### config.mk
export PLATFORM = sky130hd
export DESIGN_NAME = letter_glyph_renderer_flat
export DESIGN_NICKNAME = d
export VERILOG_FILES = /design/src/rtl/letter_glyph_renderer_if.sv /design/src/rtl/letter_glyph_renderer.sv /design/src/flat_wrapper.sv
export SDC_FILE = /design/constraint.sdc
export NUM_CORES = 1
export LEC_CHECK = 0
export ABC_CLOCK_PERIOD_IN_PS = 1660
export CAP_MARGIN = 10
export CELL_PAD_IN_SITES_DETAIL_PLACEMENT = 1
export CELL_PAD_IN_SITES_GLOBAL_PLACEMENT = 2
export CORE_MARGIN = 2
export CORE_UTILIZATION = 30
export DETAILED_ROUTE_END_ITERATION = 12
export HOLD_SLACK_MARGIN = 0.05
export PLACE_DENSITY_LB_ADDON = 0.1
export REMOVE_ABC_BUFFERS = 1
export SLEW_MARGIN = 10
export SYNTH_ARGS = -nofsm -noshare
export SYNTH_HDL_FRONTEND = slang
export SYNTH_SLANG_ARGS = --single-unit
### constraint.sdc
create_clock -name clk -period 1.66 [get_ports clk]
set_clock_uncertainty 0.05 [all_clocks]
set_input_delay 0.332 -clock clk [delete_from_list [all_inputs] [get_ports clk]]
set_output_delay 0.332 -clock clk [all_outputs]
set_load 0.05 [all_outputs]
### src/rtl/letter_glyph_renderer_if.sv
// Pixel-in / colour-out bundle for letter_glyph_renderer, including the glyph ROM port.
interface letter_glyph_renderer_if #(
    parameter int unsigned ADDR_W  = 16,
    parameter int unsigned COLOR_W = 8
);
    logic               in_valid;
    logic [4:0]         letter;
    logic [12:0]        pixel;
    logic               frame_start;
    logic [COLOR_W-1:0] fg_color;
    logic [COLOR_W-1:0] bg_color;
    logic [ADDR_W-1:0]  rom_addr;
    logic               rom_data;
    logic [COLOR_W-1:0] color;
    logic               color_valid;

    // Layout stage, glyph ROM and colour mux side
    modport master (
        output in_valid, letter, pixel, frame_start, fg_color, bg_color, rom_data,
        input  rom_addr, color, color_valid
    );

    // Renderer side
    modport slave (
        input  in_valid, letter, pixel, frame_start, fg_color, bg_color, rom_data,
        output rom_addr, color, color_valid
    );
endinterface

### src/rtl/letter_glyph_renderer.sv
// Glyph renderer: (letter, pixel) -> glyph ROM lookup -> fg/bg colour, fixed 2-cycle latency.
// Define LGR_BLINK_EN to build the frame-based banner blink (SHOW/HIDE FSM + frame counter).
module letter_glyph_renderer #(
    parameter int unsigned GLYPH_DIM    = 50,
    parameter int unsigned NUM_GLYPHS   = 26,
    parameter int unsigned ADDR_W       = 16,
    parameter int unsigned COLOR_W      = 8,
    parameter int unsigned BLINK_FRAMES = 30
) (
    input logic                    clk,
    input logic                    resetn,
    letter_glyph_renderer_if.slave lgr
);
    localparam int unsigned LETTER_W   = 5;
    localparam int unsigned PIXEL_W    = 13;
    localparam int unsigned GLYPH_SIZE = GLYPH_DIM * GLYPH_DIM;

    localparam logic [LETTER_W:0]   LETTER_LIMIT = (LETTER_W + 1)'(NUM_GLYPHS);
    localparam logic [PIXEL_W:0]    PIXEL_LIMIT  = (PIXEL_W + 1)'(GLYPH_SIZE);
    localparam logic [ADDR_W-1:0]   GLYPH_SIZE_A = ADDR_W'(GLYPH_SIZE);

    // Elaboration-time sanity checks on the configuration
    if (BLINK_FRAMES < 1) begin : g_bad_blink
        $error("BLINK_FRAMES must be at least 1");
    end
    if (NUM_GLYPHS > 32) begin : g_bad_glyphs
        $error("NUM_GLYPHS exceeds the 5-bit letter code range");
    end
    if (64'(NUM_GLYPHS) * 64'(GLYPH_SIZE) > (64'(1) << ADDR_W)) begin : g_bad_addr
        $error("ADDR_W too narrow for the glyph ROM");
    end

    logic               hide;
    logic               blank0_c;
    logic [ADDR_W-1:0]  addr_c;
    logic               v1;
    logic               b1;
    logic               v2;
    logic               b2;

    assign blank0_c = ({1'b0, lgr.letter} >= LETTER_LIMIT) || ({1'b0, lgr.pixel} >= PIXEL_LIMIT);
    assign addr_c   = ADDR_W'(lgr.letter) * GLYPH_SIZE_A + ADDR_W'(lgr.pixel);

    // Stage 0: address generation; rom_addr holds across idle cycles
    always_ff @(posedge clk or negedge resetn) begin
        if (!resetn) begin
            lgr.rom_addr <= '0;
            v1           <= 1'b0;
            b1           <= 1'b0;
        end else begin
            v1 <= lgr.in_valid;
            b1 <= blank0_c | hide;
            if (lgr.in_valid) begin
                lgr.rom_addr <= blank0_c ? '0 : addr_c;
            end
        end
    end

    // Stage 1: align control with the ROM's registered read
    always_ff @(posedge clk or negedge resetn) begin
        if (!resetn) begin
            v2 <= 1'b0;
            b2 <= 1'b0;
        end else begin
            v2 <= v1;
            b2 <= b1;
        end
    end

    // Stage 2: colour select; colours sampled here so changes hit the next output
    always_ff @(posedge clk or negedge resetn) begin
        if (!resetn) begin
            lgr.color       <= '0;
            lgr.color_valid <= 1'b0;
        end else begin
            lgr.color_valid <= v2;
            if (v2) begin
                lgr.color <= (lgr.rom_data && !b2) ? lgr.fg_color : lgr.bg_color;
            end else begin
                lgr.color <= '0;
            end
        end
    end

`ifdef LGR_BLINK_EN
    typedef enum logic {
        SHOW = 1'b0,
        HIDE = 1'b1
    } blink_state_t;

    localparam int unsigned         CNT_W    = (BLINK_FRAMES > 1) ? $clog2(BLINK_FRAMES) : 1;
    localparam logic [CNT_W-1:0]    CNT_LAST = CNT_W'(BLINK_FRAMES - 1);

    blink_state_t       state;
    blink_state_t       state_nxt;
    logic [CNT_W-1:0]   frame_cnt;
    logic [CNT_W-1:0]   frame_cnt_nxt;

    always_ff @(posedge clk or negedge resetn) begin
        if (!resetn) begin
            state     <= SHOW;
            frame_cnt <= '0;
        end else begin
            state     <= state_nxt;
            frame_cnt <= frame_cnt_nxt;
        end
    end

    // Count frames; flip phase after BLINK_FRAMES of them
    always_comb begin
        state_nxt     = state;
        frame_cnt_nxt = frame_cnt;
        if (lgr.frame_start) begin
            if (frame_cnt == CNT_LAST) begin
                state_nxt     = (state == SHOW) ? HIDE : SHOW;
                frame_cnt_nxt = '0;
            end else begin
                frame_cnt_nxt = frame_cnt + CNT_W'(1);
            end
        end
    end

    // Registered state means a coincident pixel sees the pre-toggle phase
    assign hide = (state == HIDE);
`else
    logic unused_frame_start;

    assign hide               = 1'b0;
    assign unused_frame_start = lgr.frame_start;
`endif

endmodule

### src/flat_wrapper.sv
// flat-port wrapper written by rule: the top's interface ports become plain ports
module letter_glyph_renderer_flat 
#(
    parameter int unsigned GLYPH_DIM    = 50,
    parameter int unsigned NUM_GLYPHS   = 26,
    parameter int unsigned ADDR_W       = 16,
    parameter int unsigned COLOR_W      = 8,
    parameter int unsigned BLINK_FRAMES = 30
)
  (clk, resetn, lgr_in_valid, lgr_letter, lgr_pixel, lgr_frame_start, lgr_fg_color, lgr_bg_color, lgr_rom_data, lgr_rom_addr, lgr_color, lgr_color_valid);
  letter_glyph_renderer_if #(.ADDR_W(ADDR_W), .COLOR_W(COLOR_W)) lgr_i ();
  input logic clk;
  input logic resetn;
  input wire logic [$bits(lgr_i.in_valid)-1:0] lgr_in_valid;
  input wire logic [$bits(lgr_i.letter)-1:0] lgr_letter;
  input wire logic [$bits(lgr_i.pixel)-1:0] lgr_pixel;
  input wire logic [$bits(lgr_i.frame_start)-1:0] lgr_frame_start;
  input wire logic [$bits(lgr_i.fg_color)-1:0] lgr_fg_color;
  input wire logic [$bits(lgr_i.bg_color)-1:0] lgr_bg_color;
  input wire logic [$bits(lgr_i.rom_data)-1:0] lgr_rom_data;
  output wire logic [$bits(lgr_i.rom_addr)-1:0] lgr_rom_addr;
  output wire logic [$bits(lgr_i.color)-1:0] lgr_color;
  output wire logic [$bits(lgr_i.color_valid)-1:0] lgr_color_valid;
  assign lgr_i.in_valid = lgr_in_valid;
  assign lgr_i.letter = lgr_letter;
  assign lgr_i.pixel = lgr_pixel;
  assign lgr_i.frame_start = lgr_frame_start;
  assign lgr_i.fg_color = lgr_fg_color;
  assign lgr_i.bg_color = lgr_bg_color;
  assign lgr_i.rom_data = lgr_rom_data;
  assign lgr_rom_addr = lgr_i.rom_addr;
  assign lgr_color = lgr_i.color;
  assign lgr_color_valid = lgr_i.color_valid;
  letter_glyph_renderer #(.GLYPH_DIM(GLYPH_DIM), .NUM_GLYPHS(NUM_GLYPHS), .ADDR_W(ADDR_W), .COLOR_W(COLOR_W), .BLINK_FRAMES(BLINK_FRAMES)) u_core (.clk(clk), .resetn(resetn), .lgr(lgr_i));
endmodule
==> impl_metrics.tcl <==
set metrics [dict create \
    syn_area_per_cell_um2 10.3 \
    clk_latency_ps 270 \
    synth_top_area_frac 0.302 \
    violations "negative setup slack" \
    cts_buffers 5 \
    grt_pass1_vias 2600 \
    clock_sinks 29 \
    routed_wl_mm 7.87 \
    drive_gt1_frac 0.551 \
    drc 0 \
    synthSimpleGateAreaFrac 0.120 \
    wire_per_inst_um 15.9 \
    rsz0062_at_grt "yes" \
    fillCellCount 833 \
    synth-edff-count 0 \
    synth_compound_area_frac 0.204 \
    dieArea_mm2 0.00873 \
    hold_violations 0 \
    synth_top_family_by_area "adder cells" \
    area_growth_pct 89.1 \
    drtPass1Iterations 4 \
    diodes 0 \
    fp.coreArea_mm2 0.00773 \
    final_antenna_net_count 0 \
    tightestPinTransition_ps 368 \
    crit_path_start "lgr_letter[2]" \
    vias 2344 \
    max_slew_margin 0.754 \
    fin_util 0.587 \
    viasPerCell 4.74 \
    layout.nets 472 \
    synthArstFlopShare 1.00 \
    grt_max_degree 30 \
    hold_path.class "reg -> reg" \
    setup-violations-final 17 \
    yosys.area.top_type "dfrtp_1" \
    place_ws_ps -2690 \
    die_h_um 93.4 \
    yosys_warnings 0 \
    timing.rr.start "u_core.b2" \
    ios 64 \
    crit_required_ps 1820 \
    synth_ff_type "dfrtp_1" \
    final_max_slew_viol_count 0 \
    grt_pass1_wl_mm 12.6 \
    antenna_found_initial 0 \
    synthMostInstantiatedCell "ha_1" \
    synthesis.area_mm2 0.00240 \
    reg2regPathDepth 4 \
    ys_seq_area_frac 0.302 \
    synthAdderAreaFrac 0.235 \
    clk_path_buf_depth 2 \
    synth_cells 232 \
    synthMuxAreaShare 0.0334 \
    power.total_mw 4.34 \
    reg2reg_slack_ps 590 \
    power.leakage_nw 2.14 \
    synth-xor-area-share 0.0511 \
    min_period_over_period 2.11 \
    first_iter_violations 54 \
    die_w_um 93.4 \
    yosys-top-cells-count "ha_1 (37), dfrtp_1 (29), inv_1 (22), nand2_1 (15), xnor2_1 (12)" \
    outcome "finished, violations left" \
    endpoint "u_core.lgr.rom_addr[15]" \
    crit_path_max_fanout 5 \
    ys_seq_elements 29 \
    ys_types 53 \
    rows 32 \
    htree_levels 2 \
    placed_cells 454 \
    start_util 0.311 \
    cts_tree "done" \
    peakVddDrop_mv 0.305 \
    grt_usage 0.184 \
    crit_type "in -> reg" \
    power.density_mw_per_mm2 957 \
    dpl.hpwl_mm 5.67 \
    worst_ep_arrival_time_ps 3660 \
    fmax_ghz 0.285 \
    cap_violations 0 \
    gp_congestion 0.797 \
    yosys-top-cells-area "dfrtp_1 (30%), ha_1 (19%), xnor2_1 (4.4%)" \
    critPathCaptureType "flop" \
    startpoint_type "input port" \
    ctsHoldBuffers 0 \
    grt_overflow 0 \
    period_needed_ps 3500 \
    cts-root-buf "clkbuf_8" \
    tns_ps -14230 \
    fin_ws_ps -1840 \
    final_cells 494 \
    clkTransAtPathRegs_ps 60 \
    io_buffers 62 \
    timing.rr.end "u_core.lgr.color[7]" \
]
-- final cells by class --
cell class	instances	area, um^2	area share
tap	102	128	0.0281
clock buffer	7	96.3	0.0212
inverter	22	90.1	0.0199
sequential	29	726	0.160
clock inverter	1	5.00	0.00110
timing repair buffer	157	1500	0.330
multi-input combinational	176	2000	0.440
-- through the flow --
step / hold WS, ps / cell area (um^2)
after global placement: 286 / 3640
after floorplan: -13.6 / 2350
after global routing: 307 / 4540
final: 303 / 4540
after detailed placement: 288 / 3640
after CTS: 302 / 4370
-- worst min-delay path by stage --
stage | startpoint | end | slack (ps) | cells past startpoint
after global routing | u_core.v1 | u_core.v2 | 310 | 0
after global placement | u_core.v1 | u_core.v2 | 290 | 0
after floorplan | resetn | u_core.b1 | -10 | 0
after detailed placement | u_core.v1 | u_core.v2 | 290 | 0
final | u_core.v1 | u_core.v2 | 300 | 0
after CTS | u_core.v1 | u_core.v2 | 300 | 0
-- sequential cells by signal, summed over array words and instances, names as in the netlist --
signal and flops:
u_core.lgr.color_valid 1, u_core.b1 1, u_core.lgr.color 8, u_core.v1 1, u_core.v2 1, u_core.b2 1
u_core.lgr.rom_addr 16
-- where the power goes --
group	internal [mW]	switching (mW)	total, mW
Combinational	1.54	1.32	2.86
Sequential	0.786	0.0685	0.854
Clock	0.374	0.250	0.624
-- layout by cell type (no fill, tap or decap), types with 3 or more instances in the layout --
master and n:
buf_4 87, dfrtp_1 29, clkdlybuf4s50_1 27, buf_6 25, ha_4 18, ha_1 17, nand2_1 13, inv_1 10
buf_12 10, inv_2 9, mux2i_1 8, nor2b_1 8, xnor2_1 8, a22o_1 8, clkbuf_8 7, nor2_1 5
a21oi_1 5, a21oi_2 4, xnor2_2 4, o211ai_1 4, o2bb2ai_2 4, o21ai_2 4, inv_4 3, nand3_2 3
fa_1 3, dlymetal6s2s_1 3
-- timing repair --
item	in CTS	in global routing
buffers inserted	30	10
gates resized for setup	112	37
endpoints found under the setup margin	17	17
pin swaps	39	30
-- kinds of logic (layout without fill, tap and decap cells) --
logic type / Yosys count / after routing
compound gates: 59 / 59
simple gates: 53 / 53
fa+ha+maj: 42 / 42
flops: 29 / 29
buf+inv: 27 / 187
xor+xnor: 14 / 14
mux: 8 / 8
-- critical path: stages --
cell	delay, ps
buf_8	80
inv_4	30
fa_1	540
inv_2	50
ha_4	150
fa_1	480
ha_4	330
nand3_2	60
o211ai_1	250
nor2_1	100
xnor2_1	140
ha_2	340
nor2_2	40
inv_2	50
o2111ai_2	100
or4_1	490
nand3_1	80
-- metal layers --
layer / track usage / wire length, um / vias up / share of wire
met5: 0 / 0 / - / 0
met4: 0.0686 / 129 / 0 / 0.016
met3: 0.0193 / 279 / 6 / 0.035
met2: 0.353 / 4310 / 50 / 0.55
met1: 0.207 / 3150 / 1137 / 0.40
li1: - / - / 1151 / -
Power figures use the tool's default switching activity.
